===== config.mk =====
export PLATFORM = sky130hd
export DESIGN_NAME = mult_seq
export DESIGN_NICKNAME = d
export VERILOG_FILES = /design/src/rtl/mult_pkg.sv /design/src/rtl/cla_adder_n.sv /design/src/rtl/mult_seq.sv
export SDC_FILE = /design/constraint.sdc
export NUM_CORES = 1
export LEC_CHECK = 0
export ABC_AREA = 1
export CORE_MARGIN = 2
export CORE_UTILIZATION = 45
export DETAILED_ROUTE_END_ITERATION = 7
export SYNTH_ARGS = -nofsm -noshare
export SYNTH_HDL_FRONTEND = slang
export SYNTH_HIERARCHICAL = 1
export SYNTH_SLANG_ARGS = --single-unit

===== constraint.sdc =====
create_clock -name clk -period 4.5 [get_ports clk]
set_input_delay 0.45 -clock clk [delete_from_list [all_inputs] [get_ports clk]]
set_output_delay 0.45 -clock clk [all_outputs]
set_load 0.005 [all_outputs]

===== src/rtl/mult_pkg.sv =====
// Shared definitions for the sequential shift-add multiplier: state encoding,
// default operand width and counter sizing.
package mult_pkg;

    localparam int DEF_WIDTH = 32;
    localparam int DEF_CNT_W = $clog2(DEF_WIDTH);

    typedef enum logic [1:0] {
        IDLE = 2'd0,
        RUN  = 2'd1,
        SIGN = 2'd2,
        DONE = 2'd3
    } state_t;

    function automatic int cnt_width(input int w);
        return (w > 1) ? $clog2(w) : 1;
    endfunction

endpackage


===== src/rtl/cla_adder_n.sv =====
// N-bit adder built from chained 4-bit carry-lookahead slices.
// Each slice resolves its four internal carries in parallel from its carry-in.
module cla_adder_n #(
    parameter int N = 4
) (
    input  logic [N-1:0] x,
    input  logic [N-1:0] y,
    input  logic         cin,
    output logic [N-1:0] s,
    output logic         cout
);

    genvar k;
    generate
        for (k = 0; k < N / 4; k++) begin : g_slice
            logic [3:0] g;
            logic [3:0] p;
            logic [4:0] cc;
            logic       ci;
            logic       co;

            if (k == 0) begin : g_first
                assign ci = cin;
            end else begin : g_rest
                assign ci = g_slice[k-1].co;
            end

            assign g     = x[4*k +: 4] & y[4*k +: 4];
            assign p     = x[4*k +: 4] ^ y[4*k +: 4];
            assign cc[0] = ci;
            assign cc[1] = g[0] | (p[0] & ci);
            assign cc[2] = g[1] | (p[1] & g[0]) | (p[1] & p[0] & ci);
            assign cc[3] = g[2] | (p[2] & g[1]) | (p[2] & p[1] & g[0])
                         | (p[2] & p[1] & p[0] & ci);
            assign cc[4] = g[3] | (p[3] & g[2]) | (p[3] & p[2] & g[1])
                         | (p[3] & p[2] & p[1] & g[0])
                         | (p[3] & p[2] & p[1] & p[0] & ci);
            assign co    = cc[4];
            assign s[4*k +: 4] = p ^ cc[3:0];
        end
    endgenerate

    assign cout = g_slice[N/4-1].co;

endmodule


===== src/rtl/mult_seq.sv =====
// Multi-cycle shift-add multiplier (MULT/MULTU into HI/LO): magnitudes are
// multiplied unsigned over WIDTH RUN cycles, then the product sign is fixed in SIGN.
module mult_seq
    import mult_pkg::*;
#(
    parameter int WIDTH = DEF_WIDTH
) (
    input  logic             clk,
    input  logic             rst,
    input  logic             start,
    input  logic             is_signed,
    input  logic [WIDTH-1:0] a,
    input  logic [WIDTH-1:0] b,
    output logic             busy,
    output logic             done,
    output logic [WIDTH-1:0] hi,
    output logic [WIDTH-1:0] lo
);

    localparam int CW = cnt_width(WIDTH);

    state_t             state_q, state_d;
    logic [WIDTH-1:0]   acc_q, acc_d;
    logic [WIDTH-1:0]   mcand_q, mcand_d;
    logic [WIDTH-1:0]   mq_q, mq_d;
    logic [WIDTH-1:0]   hi_q, hi_d;
    logic [WIDTH-1:0]   lo_q, lo_d;
    logic [CW-1:0]      cnt_q, cnt_d;
    logic               neg_q, neg_d;
    logic               busy_q, busy_d;
    logic               done_q, done_d;

    logic [WIDTH-1:0]   a_neg, b_neg, addend, sum;
    logic               a_neg_co, b_neg_co, sum_co;
    logic [2*WIDTH-1:0] prod, prod_neg;
    logic               prod_neg_co;
    logic               load;

    assign addend = mq_q[0] ? mcand_q : {WIDTH{1'b0}};
    assign prod   = {acc_q, mq_q};
    assign load   = start & ((state_q == IDLE) | (state_q == DONE));

    cla_adder_n #(.N(WIDTH)) u_neg_a (
        .x(~a), .y({WIDTH{1'b0}}), .cin(1'b1), .s(a_neg), .cout(a_neg_co)
    );

    cla_adder_n #(.N(WIDTH)) u_neg_b (
        .x(~b), .y({WIDTH{1'b0}}), .cin(1'b1), .s(b_neg), .cout(b_neg_co)
    );

    cla_adder_n #(.N(WIDTH)) u_acc (
        .x(acc_q), .y(addend), .cin(1'b0), .s(sum), .cout(sum_co)
    );

    cla_adder_n #(.N(2*WIDTH)) u_neg_p (
        .x(~prod), .y({(2*WIDTH){1'b0}}), .cin(1'b1), .s(prod_neg), .cout(prod_neg_co)
    );

    // Next-state, datapath and registered-output computation.
    always_comb begin
        state_d = state_q;
        acc_d   = acc_q;
        mcand_d = mcand_q;
        mq_d    = mq_q;
        hi_d    = hi_q;
        lo_d    = lo_q;
        cnt_d   = cnt_q;
        neg_d   = neg_q;

        case (state_q)
            IDLE: begin
                if (start) begin
                    state_d = RUN;
                end else begin
                    state_d = IDLE;
                end
            end
            RUN: begin
                acc_d = {sum_co, sum[WIDTH-1:1]};
                mq_d  = {sum[0], mq_q[WIDTH-1:1]};
                cnt_d = cnt_q - {{(CW-1){1'b0}}, 1'b1};
                if (cnt_q == {CW{1'b0}}) begin
                    state_d = SIGN;
                end else begin
                    state_d = RUN;
                end
            end
            SIGN: begin
                // A zero product carries out of its negation and stays zero.
                if (neg_q && !prod_neg_co) begin
                    {hi_d, lo_d} = prod_neg;
                end else begin
                    {hi_d, lo_d} = prod;
                end
                state_d = DONE;
            end
            DONE: begin
                if (start) begin
                    state_d = RUN;
                end else begin
                    state_d = IDLE;
                end
            end
            default: begin
                state_d = IDLE;
            end
        endcase

        if (load) begin
            mcand_d = (is_signed && a[WIDTH-1] && !a_neg_co) ? a_neg : a;
            mq_d    = (is_signed && b[WIDTH-1] && !b_neg_co) ? b_neg : b;
            acc_d   = {WIDTH{1'b0}};
            cnt_d   = CW'(WIDTH - 1);
            neg_d   = is_signed & (a[WIDTH-1] ^ b[WIDTH-1]);
        end else begin
            neg_d = neg_q;
        end

        busy_d = (state_d == RUN) || (state_d == SIGN);
        done_d = (state_d == DONE);
    end

    // State and datapath registers with synchronous reset.
    always_ff @(posedge clk) begin
        if (rst) begin
            state_q <= IDLE;
            acc_q   <= {WIDTH{1'b0}};
            mcand_q <= {WIDTH{1'b0}};
            mq_q    <= {WIDTH{1'b0}};
            hi_q    <= {WIDTH{1'b0}};
            lo_q    <= {WIDTH{1'b0}};
            cnt_q   <= {CW{1'b0}};
            neg_q   <= 1'b0;
            busy_q  <= 1'b0;
            done_q  <= 1'b0;
        end else begin
            state_q <= state_d;
            acc_q   <= acc_d;
            mcand_q <= mcand_d;
            mq_q    <= mq_d;
            hi_q    <= hi_d;
            lo_q    <= lo_d;
            cnt_q   <= cnt_d;
            neg_q   <= neg_d;
            busy_q  <= busy_d;
            done_q  <= done_d;
        end
    end

    assign busy = busy_q;
    assign done = done_q;
    assign hi   = hi_q;
    assign lo   = lo_q;

endmodule


# ---- Yosys cells after proc, flatten, opt, wreduce, memory -nomap -nowiden
# Index checks and enable logic that the tools add are counted.
dict set report word_totals {
  register_bits 170
  latchBits 0
  ram_bits 0
  rom_bits 0
  input_bits 68
  output_inout_bits 66
  word_cells 611
  mem_count 0
}
dict set report classes {
  add_sub_neg 1
  n_mul 0
  div_mod_pow 0
  magnitude_cmp 0
  n_eq_ne 6
  n_shift 0
  mux 12
  n_bitwise 568
  reduce_logical 14
}
# operator count
set ops {}
lappend ops {{1-bit AND} 431}
lappend ops {{32-bit two-way mux} 7}
lappend ops {{4-bit bitwise XOR} 48}
lappend ops {{1-bit bitwise OR} 77}
lappend ops {{32-bit inverter} 2}
lappend ops {{64-bit inverter} 1}
lappend ops {{4-bit AND} 8}
lappend ops {{5-bit two-way mux} 2}
lappend ops {{2-bit == test, second input constant} 4}
lappend ops {{2-bit one-hot mux with 3 select lines} 1}
lappend ops {{1-bit logical AND} 5}
lappend ops {{5-bit zero test} 1}
lappend ops {{5-bit by 1-bit subtractor with 5-bit output, second input constant} 1}
lappend ops {{2-bit by 1-bit == test with 1-bit output, second input constant} 2}
lappend ops {{2-bit OR reduction} 2}
lappend ops {{1-bit zero test} 3}
lappend ops {{2-bit zero test} 1}
lappend ops {{2-bit two-way mux} 1}
lappend ops {{2-bit nonzero test} 1}
lappend ops {{1-bit logical OR} 1}
lappend ops {{1-bit two-way mux} 1}
lappend ops {{1-bit bitwise XOR} 1}

# ---- Longest topological paths before layout
dict set report depth {
  word_depth 22
  depth_mapped 46
}

# ---- By module
# Netlist, hierarchy kept.
# mod instances cells_per_inst area_per_inst_um2 seq_area_each_um2
set by_module_without_submodules {}
lappend by_module_without_submodules {mult_seq 1 1223 8399.3 3403.3}
lappend by_module_without_submodules {{cla_adder_n (u_acc ...)} 3 185 1358.8 0.0}
lappend by_module_without_submodules {{cla_adder_n (u_neg_p)} 1 345 2661.3 0.0}

# ---- Least setup slack after synthesis
# OpenSTA, ideal clock, no wires.
dict set report synth_timing {
  path_type {register to register}
  start {register mq_q[0]}
  end {register lo_q[10] (netlist: lo[10])}
  setup_ns 0.074
  arrival_ns 3.844
  required_ns 4.426
  slack_ns 0.582
  path_stages_with_launch 47
  n_path_buf 3
  period_less_slack_ns 3.918
  cell_sequence {dfxtp_1 clkbuf_1 clkbuf_1 inv_1 ha_1 nand2_1 nand2_1 nand3_2 nand2_2 nand2_2 nand2_2 nand2_2 nand2_2 nand2_2 nand2_4 nand2_4 nand2_4 nand2_2 [11 not listed] nand2_2 nand2_4 nand2_4 nand2_4 nand2_4 nand2_4 nand2_2 nand2_4 nand2_2 nand2_2 nand2_1 nand2_1 inv_1 nand2_1 inv_2 clkbuf_1 nand2_1 a31oi_1}
}
dict set report synth_between {
  elab_chain_cells 20
  word_cells_on_any_way 22
  cone_classes {mux (1); bitwise (19); reduce/logical (2)}
}
# item line_no
set synth_rtl {}
lappend synth_rtl {{start: declaration} mult_seq.sv:25} ;# logic [WIDTH-1:0] mq_q, mq_d;
lappend synth_rtl {{start signal: assignment} mult_seq.sv:129} ;# mq_q <= {WIDTH{1'b0}};
lappend synth_rtl {{start signal: assignment} mult_seq.sv:140} ;# mq_q <= mq_d;
lappend synth_rtl {{64-bit inverter} mult_seq.sv:56} ;# .x(~prod), .y({(2*WIDTH){1'b0}}), .cin(1'b1), .s(prod_neg), .cout(prod_neg_co)
lappend synth_rtl {{1-bit AND (16 in a row)} cla_adder_n.sv:37} ;# | (p[3] & p[2] & p[1] & p[0] & ci);
lappend synth_rtl {{net prod_neg_co} mult_seq.sv:36} ;# logic prod_neg_co;
lappend synth_rtl {{1-bit zero test} mult_seq.sv:90} ;# if (neg_q && !prod_neg_co) begin
lappend synth_rtl {{1-bit logical AND} mult_seq.sv:90}
lappend synth_rtl {{32-bit two-way mux} mult_seq.sv:90}
lappend synth_rtl {{end signal: assignment} mult_seq.sv:131} ;# lo_q <= {WIDTH{1'b0}};
lappend synth_rtl {{end signal: assignment} mult_seq.sv:142} ;# lo_q <= lo_d;
lappend synth_rtl {{end: declaration} mult_seq.sv:27} ;# logic [WIDTH-1:0] lo_q, lo_d;
# The timed path passes the listed nets, and every way through them passes these cells.
# A chain may end at the register's enable or synchronous reset.

# ---- Final worst setup path
dict set report layout_timing {
  start {register mq_q[3]}
  end {register hi_q[22] (netlist: hi[22])}
}
dict set report layout_between {
  elab_chain_cells 22
  word_cells_on_any_way 24
  cone_classes {mux (1); bitwise (21); reduce/logical (2)}
}
# item line_no
set layout_rtl {}
lappend layout_rtl {{64-bit inverter} mult_seq.sv:56}
lappend layout_rtl {{1-bit AND} --}
lappend layout_rtl {{1-bit AND (17 in a row)} cla_adder_n.sv:37}
lappend layout_rtl {{net prod_neg_co} mult_seq.sv:36}
lappend layout_rtl {{1-bit zero test} mult_seq.sv:90}
lappend layout_rtl {{1-bit logical AND} mult_seq.sv:90}
lappend layout_rtl {{32-bit two-way mux} mult_seq.sv:90}
lappend layout_rtl {{end signal: assignment} mult_seq.sv:130} ;# hi_q <= {WIDTH{1'b0}};
lappend layout_rtl {{end signal: assignment} mult_seq.sv:141} ;# hi_q <= hi_d;
lappend layout_rtl {{end: declaration} mult_seq.sv:26} ;# logic [WIDTH-1:0] hi_q, hi_d;
# The timed path passes the listed nets, and every way through them passes these cells.

==> key figures <==
Setup path
  • Worst path max stage delay: 0.38 ns
  • Worst path slowest cell: dfxtp_1
  • Worst setup EP type: flop
  • R2R depth: 44
  • Max FO, Critical Path: 24
  • Worst setup SP type: flop
  • CP most frequent cell: nand2_4
  • Req. time, crit path: between 4 and 5 ns
  • Crit path kind: reg -> reg
  • Critical Path Start: mq_q[3]$_SDFFE_PP0P_
  • R2R Setup Slk: 0.44 ns
  • Reg2Reg Launch Point: mq_q[3]$_SDFFE_PP0P_
  • Crit path arrival time: approximately 4.4 ns
  • Reg-to-Reg End: hi[22]$_SDFFE_PP0P_

Layout
  • Share of cells above drive strength 1: 0.0847
  • Final core occ: 0.535
  • Final Cell Area: roughly 18000 µm²
  • Fin nets: 2645
  • P&R area growth vs syn: 18.0%
  • Layout Cells excl Fill: between 2000 and 3000
  • ANT cells: 0

Detailed routing
  • 1st-pass router iterations: 5
  • Vias: 13600
  • Initial DRC Count: 586
  • Routed Antenna Nets: 0
  • Met3 wire length: 1040 µm
  • Routed WL: 36100 µm
  • Top sig layer: met4
  • Routed vias/inst: ~4.8
  • Met2 WL post-DR: 17200 µm
  • DRC violations left: 0
  • M1 WL: 17500 µm
  • Avg WL per Cell: ~13 µm

Floorplan
  • Num rows: 67
  • Die area: 35100 µm²
  • Core area: 33400 µm²
  • Width of the die: 187 µm
  • Starting density of the core: 0.454
  • I/O Pins: 134
  • Die H: ~190 µm

Power
  • Clock power frac: 0.283
  • Sw frac: 0.375
  • Pwr/cell area: 274 nW/µm²
  • Sequential share of power: 0.356
  • Psw: 1.84 mW
  • Peak supply drop: roughly 0.00028 V
  • Total power: 4.90 mW
  • Leakage: 8.60 nW
  • Combinational power share: 0.360
  • Internal power: between 3 and 4 mW

STA
  • Final setup margin: about 0.44 ns
  • Worst-Margin Slew: approximately 0.95 ns
  • Final setup fails: 0
  • Final-report max-slew violation count: 0
  • RSZ-0062 raised after global routing: false
  • Slew headroom: 0.366
  • Max Freq: about 250 MHz
  • Tcrit/Tclk final: 0.903
  • Clock period minus worst slack: approximately 4.1 ns
  • Final Hold Fails: 0
  • Final hold slack: 0.451 ns
  • Clock Skews: 0.0121 ns
  • TNS Setup: 0 ns

Worst hold path
  • Min-delay src: mcand_q[10]$_SDFFE_PP0P_
  • Hold EP: mcand_q[10]$_SDFFE_PP0P_
  • Hold Path Class: reg -> reg
  • Hold Path Cell Cnt: 2

Global routing
  • Total GRT Usage: 0.212
  • Vias in the first global route: 13200
  • Antenna violations before repair: 1
  • First-pass GRT wire length: 61900 µm
  • Total grt overflow: 0
  • Largest net degree at the start of global routing: 95

Placed design
  • Detailed Place HPWL: between 20000 and 30000 µm
  • Setup Slack @ Placement: 0.383 ns
  • Gpl congestion: 0.797
  • DP Area: 17300 µm²
  • Placed cell count: 2802
  • I/O Buffers: 133

Synth
  • YS warnings: 6
  • Synth Area in Simple Gates: 0.253
  • Commonest cells in the netlist: 550 x nand2_1, 291 x inv_1, 170 x dfxtp_1, 164 x ha_1, 138 x a21oi_1
  • Most numerous cell in the Yosys netlist: nand2_1
  • Multiplexer share of the synthesized area: 0
  • Average size of a mapped cell: 7.13 µm²
  • Synth Flop Type: dfxtp_1
  • Seq/Total Area, Yosys: 0.225
  • Number of synthesized flops with an enable pin: 0
  • Synth unique cells: approximately 40
  • Seq cells post-synth: 170
  • Cell taking the most area after synthesis: dfxtp_1
  • Largest family of logic cells by synthesized area: simple AND/OR/NAND/NOR gates
  • Syn Inst Count: about 2100
  • Compound-cell area share of the yosys netlist: 0.164
  • Synth top area cells: dfxtp_1 22%, nand2_1 14%, ha_1 14%, inv_1 7.2%, fa_1 5.3%
  • Synth Cell Area: 15100 µm²
  • Adder-cell share of the synthesized area: 0.188
  • Xor/xnor share of the synthesized area: 0.0625
  • Post-synth ARST share: 0
  • Top cell type's share of synthesized area: 0.225

Clocking
  • Root Driver: clkbuf_16
  • Clk slew on worst S/H paths: ~0.07 ns
  • Postcts setup bufs: 0
  • Buffers from clock root to sink, at most: 2
  • Clock H-tree levels: 4
  • Clock buffer count from CTS: 17
  • Clk sinks: 170
  • Worst-Skew Late Latency: 0.44 ns
  • CTS tree: built

Flow run
  • MaxCap Viol Count: 0

Status
  • Status: completed
worst max-delay path: cells and delay by family, from the launching register on:
family / cells / cell delay, ns
AND/OR/NAND/NOR: 37 / 2.43
buffers and inverters: 5 / 0.66
flip-flops: 1 / 0.38
adder cells (fa/ha/maj): 1 / 0.31
AO/OA/AOI/OAI: 1 / 0.15
per-layer routing:
metal | track usage | vias to the layer above
li1 | - | 7184
met1 | 0.276 | 6257
met2 | 0.375 | 163
met3 | 0.0280 | 19
met4 | 0.0448 | 0
met5 | 0 | -
cells in the final DEF (no fill, tap or decap), drive strengths merged:
cell,n
nor2,84
clkbuf,20
nand2,634
a21oi,168
a41oi,4
clkdlybuf4s50,133
and2,4
ha,164
nor3,4
nand4,5
xor2,76
conb,168
inv,301
o21ai,137
o211ai,31
nand3,102
nand3b,1
xnor2,32
o31ai,1
o21bai,16
dfxtp,170
clkinv,7
a31oi,64
fa,40
clkinvlp,4
buf,16
sequential cells by signal, indices dropped and copies added (netlist names):
name,flops
acc_q,32
hi,32
lo,32
mcand_q,32
mq_q,32
cnt_q,5
state_q,2
busy,1
done,1
neg_q,1
power groups by stage:
| stage | Sequential (mW) | Clock, mW | Combinational, mW |
|---|---|---|---|
| 2_1_floorplan | 1.75 | 0 | 1.36 |
| 3_3_place_gp | 1.78 | 0 | 1.71 |
| 3_5_place_dp | 1.78 | 0 | 1.74 |
| 4_1_cts | 1.74 | 1.44 | 1.75 |
| 5_1_grt | 1.77 | 1.49 | 2.02 |
| 6_report | 1.74 | 1.39 | 1.76 |
cell families after synthesis:
group | after synthesis
DFF | 170
and+or+nand+nor | 834
xor gates and xnor gates | 108
AOI/OAI and AO/OA | 421
adders and majority gates | 204
buffers and inverters | 384
other | 2
worst max-delay path by stage:
| stage | end | slack, ns |
|---|---|---|
| global route | hi[2]$_SDFFE_PP0P_ | 0.05 |
| finish | hi[22]$_SDFFE_PP0P_ | 0.44 |
| global placement | hi[12]$_SDFFE_PP0P_ | 0.50 |
| CTS | hi[11]$_SDFFE_PP0P_ | 0.36 |
| detailed placement | lo[3]$_SDFFE_PP0P_ | 0.38 |
| floorplan | lo[10]$_SDFFE_PP0P_ | 0.58 |
final cells by class:
cell class / count / area [µm²]
Clock buffer: 20 / 437
Clock inverter: 12 / 92.6
Fill cell: 3399 / 15500
Inverter: 300 / 1130
Multi-Input combinational cell: 1735 / 10800
Sequential cell: 170 / 3400
Tap cell: 448 / 561
Timing Repair Buffer: 149 / 1480
what timing repair did:
action	CTS	global route
endpoints found under the setup margin	0	1
hold endpoints to repair	0	0
resized for setup	0	1
hold buffers	0	0
Note: power is estimated with default switching activity, not from simulation.
